### config.mk
export PLATFORM = sky130hd
export DESIGN_NAME = instruction_fetch
export DESIGN_NICKNAME = d
export VERILOG_FILES = /design/src/rtl/instruction_fetch_pkg.sv /design/src/rtl/instruction_fetch.sv
export SDC_FILE = /design/constraint.sdc
export NUM_CORES = 1
export LEC_CHECK = 0
export BUFFER_PORTS_ARGS = -buffer_cell sky130_fd_sc_hd__buf_2
export CAP_MARGIN = 20
export CORE_UTILIZATION = 55
export DETAILED_ROUTE_END_ITERATION = 12
export PLACE_DENSITY_LB_ADDON = 0.1
export SLEW_MARGIN = 15
export SYNTH_ARGS = -nofsm -noshare
export SYNTH_HDL_FRONTEND = slang
export SYNTH_SLANG_ARGS = --single-unit
export TNS_END_PERCENT = 20
### constraint.sdc
create_clock -name clk -period 10.9 [get_ports clk]
set_input_delay 2.18 -clock clk [delete_from_list [all_inputs] [get_ports clk]]
set_output_delay 2.18 -clock clk [all_outputs]
set_load 0.1 [all_outputs]
### src/rtl/instruction_fetch_pkg.sv
// Shared types and constants for the instruction fetch stage.
package instruction_fetch_pkg;

  typedef enum logic [1:0] {
    FS_REQ   = 2'd0,
    FS_WAIT  = 2'd1,
    FS_DRAIN = 2'd2,
    FS_FAULT = 2'd3
  } fetch_state_t;

  localparam logic [31:0] NOP_INSTR        = 32'h0000_0013;
  localparam logic [31:0] RESET_PC_DEFAULT = 32'h0000_0000;
  localparam logic [31:0] INSTR_BYTES      = 32'd4;

  // Sequential PC step; wraps modulo 2^32.
  function automatic logic [31:0] pc_next(input logic [31:0] pc);
    return pc + INSTR_BYTES;
  endfunction

endpackage

### src/rtl/instruction_fetch.sv
// Owns the PC, issues one imem read at a time and holds the returned word
// in a one-entry instruction register; squashes on redirect, faults on misalignment.
module instruction_fetch
  import instruction_fetch_pkg::*;
#(
  parameter logic [31:0] RESET_PC = RESET_PC_DEFAULT
) (
  input  logic        clk,
  input  logic        reset,
  output logic        imem_req_valid,
  input  logic        imem_req_ready,
  output logic [31:0] imem_req_addr,
  input  logic        imem_rsp_valid,
  input  logic [31:0] imem_rsp_data,
  input  logic        redirect_valid,
  input  logic [31:0] redirect_target,
  input  logic        stall,
  output logic        instr_valid,
  output logic [31:0] instr,
  output logic [31:0] instr_pc,
  output logic [31:0] instr_pc_plus4,
  output logic        fetch_fault
);

  fetch_state_t state_q, state_d;
  logic [31:0]  pc_q, pc_d;
  logic         iv_q, iv_d;
  logic [31:0]  instr_q, instr_d;
  logic [31:0]  ipc_q, ipc_d;
  logic [31:0]  ipc4_q, ipc4_d;
  logic         fault_q, fault_d;

  logic consume;
  logic handshake;
  logic redirect_bad;

  // A request is only offered when the IR has room, so a response never finds it full.
  assign imem_req_valid = (state_q == FS_REQ) && (!iv_q || !stall);
  assign imem_req_addr  = pc_q;

  assign consume      = iv_q && !stall;
  assign handshake    = imem_req_valid && imem_req_ready;
  assign redirect_bad = redirect_valid && (redirect_target[1:0] != 2'b00);

  always_comb begin
    state_d = state_q;
    pc_d    = pc_q;
    iv_d    = iv_q;
    instr_d = instr_q;
    ipc_d   = ipc_q;
    ipc4_d  = ipc4_q;
    fault_d = fault_q;

    if (state_q == FS_FAULT) begin
      fault_d = 1'b1;
    end else if (redirect_bad) begin
      state_d = FS_FAULT;
      iv_d    = 1'b0;
      fault_d = 1'b1;
    end else if (redirect_valid) begin
      // Any accepted-but-unanswered request must have its response discarded.
      pc_d = redirect_target;
      iv_d = 1'b0;
      case (state_q)
        FS_REQ:   state_d = handshake ? FS_DRAIN : FS_REQ;
        FS_WAIT,
        FS_DRAIN: state_d = imem_rsp_valid ? FS_REQ : FS_DRAIN;
        default:  state_d = state_q;
      endcase
    end else begin
      if (consume) begin
        iv_d = 1'b0;
      end
      case (state_q)
        FS_REQ: begin
          if (handshake) begin
            state_d = FS_WAIT;
          end
        end
        FS_WAIT: begin
          if (imem_rsp_valid) begin
            instr_d = imem_rsp_data;
            ipc_d   = pc_q;
            ipc4_d  = pc_next(pc_q);
            iv_d    = 1'b1;
            pc_d    = pc_next(pc_q);
            state_d = FS_REQ;
          end
        end
        FS_DRAIN: begin
          if (imem_rsp_valid) begin
            state_d = FS_REQ;
          end
        end
        default: state_d = state_q;
      endcase
    end
  end

  always_ff @(posedge clk or posedge reset) begin
    if (reset) begin
      state_q <= FS_REQ;
      pc_q    <= RESET_PC;
      iv_q    <= 1'b0;
      instr_q <= NOP_INSTR;
      ipc_q   <= '0;
      ipc4_q  <= 32'h0000_0004;
      fault_q <= 1'b0;
    end else begin
      state_q <= state_d;
      pc_q    <= pc_d;
      iv_q    <= iv_d;
      instr_q <= instr_d;
      ipc_q   <= ipc_d;
      ipc4_q  <= ipc4_d;
      fault_q <= fault_d;
    end
  end

  assign instr_valid    = iv_q;
  assign instr          = instr_q;
  assign instr_pc       = ipc_q;
  assign instr_pc_plus4 = ipc4_q;
  assign fetch_fault    = fault_q;

endmodule
==> impl_metrics.yaml <==
status:
  status: "complete, no violations"
sta:
  setup_tns_ps: 0
  finalClockSkew_ps: 8.729
  worst_pin_slew_ps: 995.6
  final_hold_viol_count: 0
  finalCritPeriodShare_pct: 47.35
  slew_headroom_pct: 33.63
  rsz0062_at_grt: "no"
  clock.fmax_mhz: 193.8
  finalSetupViolations: 0
  min_period_ps: 5161
  finalMaxSlewViolations: 0
critical_path:
  cp.required_ps: 8720
  critPathKind: "input port to primary output"
  crit_fanout: 3
  arrival_ps: 2980
  crit_path_end_kind: "primary output"
  startpoint_type: "input port"
finish:
  nFillCells: 841
  multiInputGateArea_sq_um: 2643
  syn2layout_area_growth_pct: 25.88
  drive_gt1_share_pct: 29.46
  nNetsFinal: 947
  register_area_sq_um: 3258
  final_area_sq_um: 7752
clocking:
  cts_setup_buffers: 0
  ctsLongestPathBuffers: 2
  cts_buffers: 17
  clock-sinks: 130
  clock-root-buffer: "clkbuf_8"
  cts_tree: "built"
  ctsHoldBuffers: 0
  h-tree-depth: 4
  cts.clk_slew.worst_paths_ps: 60
  insertion_delay_ps: 520
  ctsResizeCount: 0
route:
  firstDrtPassIters: 5
  wl_per_cell_microns: 15.88
  vias_per_cell: 5.508
  drt_iter0_drc: 374
  via_count: 5657
  drt_wl_total_microns: 16310
  antenna_left: 0
  drcViolationCount: 0
floorplanning:
  fp.dieW_microns: 107.8
  start_util_pct: 56.56
  rows: 38
  ios: 201
  die-area_sq_um: 11620
  core_region_area_sq_um: 10890
  die_y_microns: 107.8
synth:
  synth-seq-cells: 130
  synth_edf_count: 0
  synthCells: 703
  avgSynthCellArea_sq_um: 8.760
  synth-seq-area-share_pct: 52.91
  syn_area_sq_um: 6158
  yosysWarnings: 0
  synth_nets: 777
  async_flop_share_pct: 100.0
  yosysUniqueCellTypes: 57
  synth_ff_type: "dfrtp_1"
grt:
  grt_first_pass_wirelength_microns: 25570
  antenna_found_initial: 2
  globalRouteOverflowTotal: 0
  grt_max_degree: 82
  gr-usage-all-layers_pct: 28.97
  grt_pass1_vias: 5060
placement:
  globalplace.congestion: 0.8711
  hpwl_microns: 11100
  dpl_cell_area_sq_um: 7168
  io_buffer_count: 200
worst_hold_path:
  worstHoldPathType: "flop to flop"
job:
  drv_cap: 0
## routing by layer
layer	routed length (microns)	vias up	GRT usage [%]
met3	1247	24	7.748
met4	272	2	9.883
met5	10	-	0
met1	7090	2714	39.07
li1	-	2691	-
met2	7691	226	45.19
## state kept, by name (all words and copies together), names as in the netlist
| signal | cells |
|---|---|
| imem_req_addr | 32 |
| state_q | 2 |
| instr_pc_plus4 | 30 |
| instr | 32 |
| instr_pc | 32 |
| fetch_fault | 1 |
| instr_valid | 1 |
## through the flow
| stage | hold WS (ps) | worst slack (ps) | utilization (%) | cells |
|---|---|---|---|---|
| after floorplan | 507.6 | 4302 | - | 703 |
| after global placement | 448.1 | 5642 | 65.84 | 993 |
| after detailed placement | 454.2 | 5561 | 65.84 | 993 |
| after CTS | 464.5 | 5738 | 71.04 | 1025 |
| after global routing | 479.8 | 5703 | 71.20 | 1027 |
| final | 462.3 | 5739 | 71.20 | 1027 |
## cells in the final DEF, fill, tap and decap left out, drive strengths merged, types with 3 or more instances in the layout
cell type and instances:
or2 3, nor2b 5, o21a 3, a2bb2oi 3, nor3b 4, mux2i 5, nor2 28, o22ai 4
dfrtp 126, a21oi 19, a22o 4, nand3 29, dfstp 4, mux2 3, clkbuf 18, nand4 14
o21ai 48, clkinvlp 6, xnor2 16, buf 207, ha 4, nor3 7, nor4 12, o22a 3
and2 4, clkinv 6, and3 9, nand2 237, a22oi 5, inv 11, a31oi 7, xor2 8
## path summary, 6_finish.rpt
kind,from,end,slack [ps],cells past startpoint
max,stall,imem_req_valid,5740,3
min,instr[1],instr[1],460,2
max reg2reg,imem_req_addr[3],imem_req_addr[30],7940,6
min reg2reg,instr[1],instr[1],460,2
max in group asynchronous,reset,instr[14],7880,3
min in group asynchronous,reset,instr[7],1720,2
## worst max-delay path, stage by stage
cell and delay [ps]:
buf_2 110, a21boi_0 220, buf_2 470
## kinds of logic after synthesis
kind of cell    synth area share [%]
compound gates                 10.83
simple gates                   26.11
buf+inv                        4.571
fa+ha+maj                     0.8127
xor+xnor                       3.413
mux                            1.361
flops                          52.91
## synthesized netlist by cell type, types with 3 or more instances
cell       count  area [sq um]
nand2_1      237         889.6
dfrtp_1      126          3153
o21ai_0       46         230.2
clkbuf_1      40         150.1
nor2_1        28         105.1
nand3_1       27         135.1
a21oi_1       18         90.09
xnor2_1       16         140.1
nand4_1       14         87.58
inv_1         10         37.54
and3_1         9         56.30
buf_2          9         45.04
nor4_1         8         50.05
xor2_1         8         70.07
a31oi_1        7         43.79
nor3_1         7         35.03
a22oi_1        5         37.54
mux2i_1        5         50.05
nor2b_1        5         31.28
a22o_1         4         35.03
and2_1         4         25.02
dfstp_2        4         105.1
ha_1           4         50.05
nor3b_1        4         30.03
nor4_2         4         50.05
o22ai_1        4         25.02
a2bb2oi_1      3         26.28
clkbuf_2       3         15.01
mux2_2         3         33.78
o21a_1         3         22.52
o22a_1         3         26.28
## final cells by class
class	instances	share of cell area [%]
Sequential cell	130	42.03
Multi-Input combinational cell	506	34.09
Timing Repair Buffer	207	13.69
Clock buffer	18	5.520
Tap cell	140	2.260
Clock inverter	14	1.791
Inverter	11	0.5972
Antenna cell	1	0.03228
Power is left out: the tool's default activity adds up to more than one toggle a clock period on the data nets, which glitch-free logic cannot reach.
